`src/rtl/cg_pkg.sv`:
```
// Shared definitions for the clock-gate controller: FSM encodings and counter widths.
package cg_pkg;

  typedef enum logic [1:0] {
    ST_RUN     = 2'd0,
    ST_GATED   = 2'd1,
    ST_WAKE    = 2'd2,
    ST_ILLEGAL = 2'd3
  } cg_state_e;

  localparam int IDLE_CNT_W   = 8;
  localparam int SETTLE_CNT_W = 4;

endpackage

```
`src/rtl/cg_ctrl.sv`:
```
// Idle-driven clock-gate controller: gates after a run of idle cycles, wakes on
// activity/force/request, and acknowledges wake requests once the clock has settled.
module cg_ctrl
  import cg_pkg::*;
#(
  parameter int IDLE_CYCLES = 16,
  parameter int WAKE_CYCLES = 2,
  parameter int EVT_W       = 16
) (
  input  logic             clk,
  input  logic             rst_n,
  input  logic             act,
  input  logic             force_on,
  input  logic             wake_req,
  output logic             wake_ack,
  output logic             cg_en,
  output logic [1:0]       state,
  output logic [EVT_W-1:0] gate_events
);

  localparam logic [IDLE_CNT_W-1:0]   IDLE_LIMIT  = IDLE_CNT_W'(IDLE_CYCLES);
  localparam logic [SETTLE_CNT_W-1:0] SETTLE_LAST = SETTLE_CNT_W'(WAKE_CYCLES - 1);

  cg_state_e               state_q, state_d;
  logic [IDLE_CNT_W-1:0]   idle_q, idle_d, idle_inc;
  logic [SETTLE_CNT_W-1:0] settle_q, settle_d;
  logic [EVT_W-1:0]        evt_q, evt_d;
  logic                    cg_en_q, cg_en_d;
  logic                    wake_ack_q, wake_ack_d;
  logic                    acked_q, acked_d;
  logic                    idle_cycle;

  assign idle_cycle = !act && !wake_req && !force_on;
  assign idle_inc   = idle_q + IDLE_CNT_W'(1);

  always_ff @(posedge clk) begin
    if (!rst_n) begin
      state_q    <= ST_RUN;
      idle_q     <= '0;
      settle_q   <= '0;
      evt_q      <= '0;
      cg_en_q    <= 1'b1;
      wake_ack_q <= 1'b0;
      acked_q    <= 1'b0;
    end else begin
      state_q    <= state_d;
      idle_q     <= idle_d;
      settle_q   <= settle_d;
      evt_q      <= evt_d;
      cg_en_q    <= cg_en_d;
      wake_ack_q <= wake_ack_d;
      acked_q    <= acked_d;
    end
  end

  always_comb begin
    state_d    = state_q;
    idle_d     = idle_q;
    settle_d   = settle_q;
    evt_d      = evt_q;
    wake_ack_d = 1'b0;
    case (state_q)
      ST_RUN: begin
        wake_ack_d = wake_req && !acked_q;
        if (!idle_cycle) begin
          idle_d = '0;
        end else if (idle_inc == IDLE_LIMIT) begin
          state_d = ST_GATED;
          idle_d  = '0;
          if (evt_q != '1) evt_d = evt_q + EVT_W'(1);
        end else begin
          idle_d = idle_inc;
        end
      end
      ST_GATED: begin
        if (act || wake_req || force_on) begin
          state_d  = ST_WAKE;
          settle_d = '0;
        end
      end
      ST_WAKE: begin
        // act is deliberately ignored here; only the settle count matters
        if (settle_q == SETTLE_LAST) begin
          state_d    = ST_RUN;
          settle_d   = '0;
          idle_d     = '0;
          wake_ack_d = wake_req && !acked_q;
        end else begin
          settle_d = settle_q + SETTLE_CNT_W'(1);
        end
      end
      default: begin
        state_d  = ST_RUN;
        idle_d   = '0;
        settle_d = '0;
      end
    endcase
    // A request stays acknowledged until wake_req drops, blocking a second pulse
    acked_d = wake_req && (acked_q || wake_ack_d);
    cg_en_d = (state_d != ST_GATED);
  end

  assign wake_ack    = wake_ack_q;
  assign cg_en       = cg_en_q;
  assign state       = state_q;
  assign gate_events = evt_q;

endmodule

```
`config.mk`:
```
export PLATFORM = sky130hd
export DESIGN_NAME = cg_ctrl
export DESIGN_NICKNAME = d
export VERILOG_FILES = /design/src/rtl/cg_pkg.sv /design/src/rtl/cg_ctrl.sv
export SDC_FILE = /design/constraint.sdc
export NUM_CORES = 1
export LEC_CHECK = 0
export ABC_CLOCK_PERIOD_IN_PS = 3500
export CORE_ASPECT_RATIO = 2
export CORE_MARGIN = 4
export CORE_UTILIZATION = 54
export CTS_CLUSTER_SIZE = 25
export DETAILED_ROUTE_END_ITERATION = 7
export PLACE_DENSITY = 0.79
export SYNTH_ARGS = -nofsm -noshare
export SYNTH_HDL_FRONTEND = slang
export SYNTH_SLANG_ARGS = --single-unit
```
`constraint.sdc`:
```
create_clock -name clk -period 3.5 [get_ports clk]
set_input_delay 0.875 -clock clk [delete_from_list [all_inputs] [get_ports clk]]
set_output_delay 0.875 -clock clk [all_outputs]
set_load 0.02 [all_outputs]
```
* Word-level counts from Yosys, hierarchy flattened *
Index checks and enable logic that the tools add are counted.
W data, S select, Z words.

storage, ports and cells
  memory bits (writable) = 0
  input bits = 5
  memories = 0
  output and inout port bits = 20
  bits in latches = 0
  register bits = 33
  ROM bits = 0
  word-level logic and storage cells = 49

operators by class
  bitwise gates (word level) = 2
  shift-type cells = 0
  muxes and demuxes = 14
  equality and inequality tests = 8
  multiply operators = 0
  order comparisons = 0
  add/subtract/negate cells = 3
  div/mod/pow operators = 0
  reductions and logical operators = 15

operators with widths
  cell                     count
  $mux W8                  3
  $pmux W8 S3              1
  $add A16 B1 Y16 const B  1
  $ne A16 B16 Y1 const B   1
  $pmux W4 S3              1
  $add A8 B1 Y8 const B    1
  $eq A8 B5 Y1 const B     1
  $mux W2                  4
  $mux W4                  2
  $pmux W2 S3              1
  $add A4 B1 Y4 const B    1
  $eq A4 B1 Y1 const B     1
  $logic_and A1 B1 Y1      4
  $logic_not A1 Y1         4
  $ne A2 B2 Y1 const B     2
  $reduce_and A2 Y1        2
  $reduce_and A4 Y1        1
  $logic_or A1 B1 Y1       3
  $eq A2 B1 Y1 const B     1
  $eq A2 B2 Y1 const B     1
  $logic_not A2 Y1         1
  $ne A2 B1 Y1 const B     1
  $not A1 Y1               2
  $pmux W1 S2              1
  $mux W1                  1

* Depth between registers and ports, before layout *
  depth after elaboration = 6
  gate-level depth with buffers = 7
  mapped depth without buffers = 6

* Worst setup path after synthesis *
Ideal clock, no wire load.

  path type = input port to flip-flop
  start point = input port wake_req
  end point = register evt_q[14], in the netlist gate_events[14]
  data required time = 3.385 ns
  path buffers = 2
  cell stages on the path = 7
  path slack = 0.610 ns
  library setup time = 0.115 ns
  arrival time = 2.776 ns
  cells stage by stage = or3_1 buf_6 or3_1 buf_6 or4_1 o31a_1 o21a_1

between the ends
  word-level cells in the longest chain between the ends = 4

ends and longest elaborated chain
  item                                RTL line       RTL
  start: declaration                  cg_ctrl.sv:14  input logic wake_req,
  $logic_not A1 Y1                    cg_ctrl.sv:33  assign idle_cycle = !act && !wake_req && !force_on;
  $logic_and A1 B1 Y1 (2 in series)   cg_ctrl.sv:33
  $reduce_and A4 Y1 (no source line)  -
  end signal: assignment              cg_ctrl.sv:49  evt_q <= evt_d;
  end: declaration                    cg_ctrl.sv:27  logic [EVT_W-1:0] evt_q, evt_d;

Every way passes these cells.
A chain may end at the register's enable or synchronous reset.

* Worst setup path in the final report *
  start point = input port wake_req
  end point = register evt_q[8], in the netlist gate_events[8]

Same word-level chain as after synthesis.

==> metrics.yaml <==
outcome:
  status: "finished clean"
critical_path:
  crit_fanout: 6
  worstPathArrival_ns: 3.16
  crit_type: "in2reg"
  critPathCaptureType: "flip-flop"
  critPathBufInv: 1
  cpPeakStageDelay_ns: 0.48
  crit_family: "simple AND/OR/NAND/NOR gates"
  reg2reg_depth: 7
  path_depth: 6
  start_kind: "primary input"
  cp.required_ns: 3.70
  crit_start: "wake_req"
  r2r_start: "idle_q[0]$_SDFFE_PN0P_"
  r2r_slack_ns: 1.32
  path_cells: "clkdlybuf4s50_1 -> or3_1 -> or3_1 -> a2111o_1 -> or4_1 -> a21oi_1"
  cp_common_cell: "or3_1"
  crit_slowest_cell: "or4_1"
floorplanning:
  core_area_um2: 3157
  dieArea_um2: 4330
  die_h_um: 89.15
  die_w_um: 48.58
  io_pins: 25
  initial_utilization: 0.5632
  num_rows: 29
route:
  wl_met2_mm: 2.205
  vias_per_cell: 6.292
  met1Wirelength_mm: 1.688
  wire_per_inst_um: 14.94
  top_layer_used: "met4"
  dr.pass1.iters: 4
  met3WireLength_um: 154
  drc: 0
  routed_wl_mm: 4.137
  antenna_left: 0
  drtIter0Drc: 31
  via_count: 1743
clocking:
  clk_pin_slew_ns: 0.07
  clockBufferDepth: 2
  ctsHtreeMaxLevel: 2
  clk_latency_ns: 0.28
  cts_made_buffers: 5
  holdBufCountCts: 0
  clock-sinks: 33
  cts_root_buf: "clkbuf_8"
  cts_tree: "yes"
  cts_resized: 0
  post_cts_buffers: 0
timing:
  final-max-slew-violation-count: 0
  finalSetupViolCount: 0
  rsz0062_at_grt: "no"
  setup_ws_ns: 0.5447
  clock_skew_ns: 0.005254
  finalCritPeriodShare: 0.8444
  finalHoldViolCount: 0
  period_needed_ns: 2.955
  fmax_mhz: 338.4
  tns_ns: 0
  relSlewSlack: 0.6150
  worst_pin_slew_ns: 0.5737
placement:
  dp_hpwl_mm: 2.907
  place_congestion: 0.8778
  dp_slack_ns: 0.2487
  numPortBuffers: 24
  postPlaceCellArea_um2: 2053
synthesis:
  synth_cell_types: 42
  synth.yosys.warnings: 0
  ys_ff_latch: 33
  synthCells: 218
  synth-edff-count: 0
  async_flop_share: 0
  synth_ff_type: "dfxtp_1"
  syn_avg_cell_area_um2: 8.156
  synth_fp_nets: 228
  yosys-top-cells-area: "dfxtp_1 37%, a21oi_1 5.6%, nand2_1 4.0%"
  yosysSeqAreaShare: 0.3716
  ys_top_cells_by_count: "33 x dfxtp_1, 20 x a21oi_1, 19 x nand2_1"
  yosysMostFrequentCell: "dfxtp_1"
  synth_area_um2: 1778
  yosys.area.top_type: "dfxtp_1"
  netlist.area_leader.share: 0.3716
power:
  p_comb_frac: 0.038
  p_int_uw: 528.9
  p_leak_uw: 0.0006862
  irDropWorstVdd_mv: 0.3039
  p_sw_frac: 0.2195
  clkPwrFrac: 0.404
  power.total_uw: 677.7
  powerDensity_nw_per_um2: 317.7
  power_frac_seq: 0.558
  p_sw_uw: 148.8
global_routing:
  grt_pass1_vias: 1667
  grt_pass1_wl_mm: 7.327
  antenna_found_initial: 0
  grt_overflow: 0
  grt_max_degree: 29
  grt_usage: 0.2061
finish:
  area_growth_pct: 19.99
  fillCellCount: 280
  drive_gt1_frac: 0.06098
  multi_input_area_um2: 1035
  design_area_um2: 2133
  n_antenna_cell: 0
  seq_area_um2: 660.6
  fin_nets: 255
min_path:
  hold_start: "acked_q$_SDFF_PN0_"
  hold_path_class: "reg2reg"
  worstHoldPathCells: 1
run:
  cap_viol_max_count: 0
## per-layer routing
metal | global-route usage | up-vias
li1 | - | 869
met1 | 0.2226 | 824
met2 | 0.3738 | 42
met3 | 0.03840 | 8
met4 | 0.1103 | 0
met5 | 0 | -
## metrics by stage
stage / utilization / cells / hold WS (ns)
5_1_grt: 0.6758 / 277 / 0.4578
4_1_cts: 0.6758 / 277 / 0.4335
3_5_place_dp: 0.6504 / 269 / 0.4242
2_1_floorplan: - / 218 / 0.3984
3_3_place_gp: 0.6504 / 269 / 0.4080
6_report: 0.6758 / 277 / 0.4262
## layout make-up
class / instances / area share
clock buffer: 8 / 0.03754
inverter: 7 / 0.01232
multi-input combinational: 167 / 0.4850
sequential: 33 / 0.3097
tap: 31 / 0.01818
timing repair buffer: 31 / 0.1372
## worst paths after layout
kind | end
min reg2reg | wake_ack$_SDFF_PN0_
max | gate_events[8]$_SDFFE_PN0P_
min | wake_ack$_SDFF_PN0_
max reg2reg | gate_events[2]$_SDFFE_PN0P_
## flip-flops by register name, summed over array words and instances (netlist names)
register     flops
cg_en            1
state            2
wake_ack         1
settle_q         4
idle_q           8
acked_q          1
gate_events     16
## cell families (layout without fill, tap and decap cells)
| kind of cell | Yosys count | after routing | share of synthesized area |
|---|---|---|---|
| muxes | 6 | 6 | 0.03378 |
| buffers and inverters | 18 | 46 | 0.04644 |
| adders and majority gates | 5 | 5 | 0.03519 |
| AOI/OAI and AO/OA | 50 | 50 | 0.1780 |
| and+or+nand+nor | 103 | 103 | 0.3202 |
| xor gates and xnor gates | 3 | 3 | 0.01478 |
| DFF | 33 | 33 | 0.3716 |
## power groups by stage
stage | Sequential, µW | Combinational (µW) | Clock (µW)
after detailed placement | 386 | 25.8 | 0
after global routing | 378 | 29.0 | 296
after CTS | 378 | 25.8 | 282
after global placement | 386 | 25.4 | 0
final | 378 | 25.7 | 274
after floorplan | 387 | 14.5 | 0
## cell usage in the layout (no fill, tap or decap), types with 2 or more instances in the layout
master | Yosys | layout
and4_1 | 2 | 2
o21ai_0 | 9 | 9
inv_1 | 6 | 6
nor3_1 | 7 | 7
o21a_1 | 3 | 3
nand2b_1 | 5 | 5
nand3b_1 | 2 | 2
or3_1 | 6 | 6
nand3_1 | 11 | 11
mux2i_1 | 6 | 6
nand4bb_1 | 2 | 2
buf_4 | 0 | 7
nand4b_1 | 2 | 2
o31ai_1 | 6 | 6
clkbuf_8 | 0 | 5
dfxtp_1 | 33 | 33
a21oi_1 | 20 | 20
nor4_1 | 7 | 7
or4_1 | 8 | 8
and2_1 | 4 | 4
nand2_1 | 19 | 19
nand4_1 | 9 | 9
clkdlybuf4s50_1 | 0 | 24
nor2_1 | 16 | 16
xnor2_1 | 2 | 2
clkbuf_1 | 9 | 3
ha_1 | 5 | 5
Power figures use the tool's default switching activity.
==> RTL change, RTL diff (same settings) <==
Set the parameter `IDLE_CYCLES` to 8 (it was 16).
--- a/src/rtl/cg_ctrl.sv
+++ b/src/rtl/cg_ctrl.sv
@@ -4,5 +4,5 @@
   import cg_pkg::*;
 #(
-  parameter int IDLE_CYCLES = 16,
+  parameter int IDLE_CYCLES = 8,
   parameter int WAKE_CYCLES = 2,
   parameter int EVT_W       = 16
Formal check against the unedited RTL: not equivalent (Yosys sat finds a counterexample within 10 cycles, from zero or initial values and one cycle with rst_n low).
==> RTL change against the original RTL <==
Sequential power about the same; register-to-register slack improved by 180 ps; die area decreased by 2.2%; total power increased by 14%; worst setup slack improved by 220 ps; routed wire length decreased by 4.6%; final area decreased by 1.1%; sequential share of layout area increased by 0.33 points; sequential cell count unchanged; synthesized area decreased by 2.5%; clock power increased by 34%; via count decreased by 10%.
==> RTL change: results (changes against the original RTL) <==
outcome finished, final reports clean (unchanged); ratio of cells with drive above 1 in the final layout 9.17% (was 6.10%); worst reg2reg startpoint idle_q[4] (was idle_q[0]); Max FO, Critical Path 9 (was 6); Die Span X 48.1 um (was 48.6 um); fill count 248 (was 280); leakage 0.743 nW (was 0.686 nW); first-pass GRT wire length 6.86 mm (was 7.33 mm); post-synthesis sequential area ratio 38.1% (was 37.2%); syn nets 212 (was 228); Final Net Count 237 (was 255); GRT Overall Usage 22.7% (was 20.6%); worst slew pin tran 526 ps (was 574 ps); DR iter-0 viols 34 (was 31); worst setup path end gate_events[13] (was gate_events[8]); largest net degree at the start of global routing 23 (was 29); DR vias/cell 6.03 (was 6.29); hpwl dp 2.95 mm (was 2.91 mm); Worst VDD drop 0.322 mV (was 0.304 mV); mux cell area share after synthesis 4.77% (was 3.38%); XOR/XNOR Fraction of Synth Area 5.05% (was 1.48%); Synth Area in Compound Gates 11.8% (was 17.8%); Synth cell types 48 (was 42); r2r endpoint idle_q[0] (was gate_events[2]); Worst Path Arrival 2940 ps (was 3160 ps); synth top area cells dfxtp_1, nor2_1, xnor2_1 (was dfxtp_1, a21oi_1, nand2_1); dpl ws 509 ps (was 249 ps); top post-synthesis cells by count dfxtp_1, nor2_1, nand2_1 (was dfxtp_1, a21oi_1, nand2_1); Routed WL 3.95 mm (was 4.14 mm); setup ws final 766 ps (was 545 ps)
-- RTL change: cell types whose count changed in the layout (fill, tap and decap cells not counted), sizes merged, moves of 4 or more --
cell	delta
nor2	+16
a21oi	-10
xnor2	+8
or4	-7
o31ai	-6
buf	-5
nand4	-4
o21ai	-4
-- RTL change: power by group --
part | leakage (nW) | total (mW) | internal, mW | switching, mW
logic | 0.418 | 0.0259 | 0.0106 | 0.0153
registers | 0.266 | 0.378 | 0.377 | 0.000952
clock network | 0.0585 | 0.367 | 0.232 | 0.135
total | 0.743 | 0.771 | 0.620 | 0.152
-- RTL change: final cells by class --
cell class	count	area share, %
Timing Repair Buffer	26	12.1
Clock buffer	7	4.09
Clock inverter	1	1.42
Sequential cell	33	31.3
Inverter	4	0.711
Multi-Input combinational cell	158	48.6
Tap cell	30	1.78
-- RTL change: stage by stage --
step | instance area [um^2] | hold slack, ps | cells
6_report | 2110 | 435 | 259
3_3_place_gp | 1990 | 424 | 251
2_1_floorplan | 1730 | 398 | 203
5_1_grt | 2110 | 441 | 259
4_1_cts | 2110 | 445 | 259
3_5_place_dp | 1990 | 426 | 251
-- RTL change: critical path: stages --
cell,delay [ps]
clkdlybuf4s50_1,440
or3_4,420
nor3_4,300
o2111ai_1,260
nor2_2,290
nand3_1,150
mux2i_1,210
-- RTL change: how the worst min path moves through the flow --
stage                 start        to  slack, ps  depth (start not counted)
detailed placement  acked_q  wake_ack        430                          1
global route        acked_q  wake_ack        440                          1
floorplan           acked_q  wake_ack        400                          1
global placement    acked_q  wake_ack        420                          1
finish              acked_q  wake_ack        430                          1
CTS                 acked_q  wake_ack        440                          1
-- RTL change: cell families (layout without fill, tap and decap cells) --
logic type	after synthesis	count (layout)
simple gates	108	108
flops	33	33
compound gates	29	29
buf+inv	12	38
xor+xnor	10	10
mux	7	7
fa+ha+maj	4	4
-- RTL change: metal layers --
| layer | wire length, um | GRT usage (%) | up-vias |
|---|---|---|---|
| li1 | - | - | 764 |
| met1 | 1430 | 22.3 | 732 |
| met2 | 2190 | 39.6 | 46 |
| met3 | 144 | 5.14 | 20 |
| met4 | 182 | 13.7 | 0 |
| met5 | 0 | 0 | - |
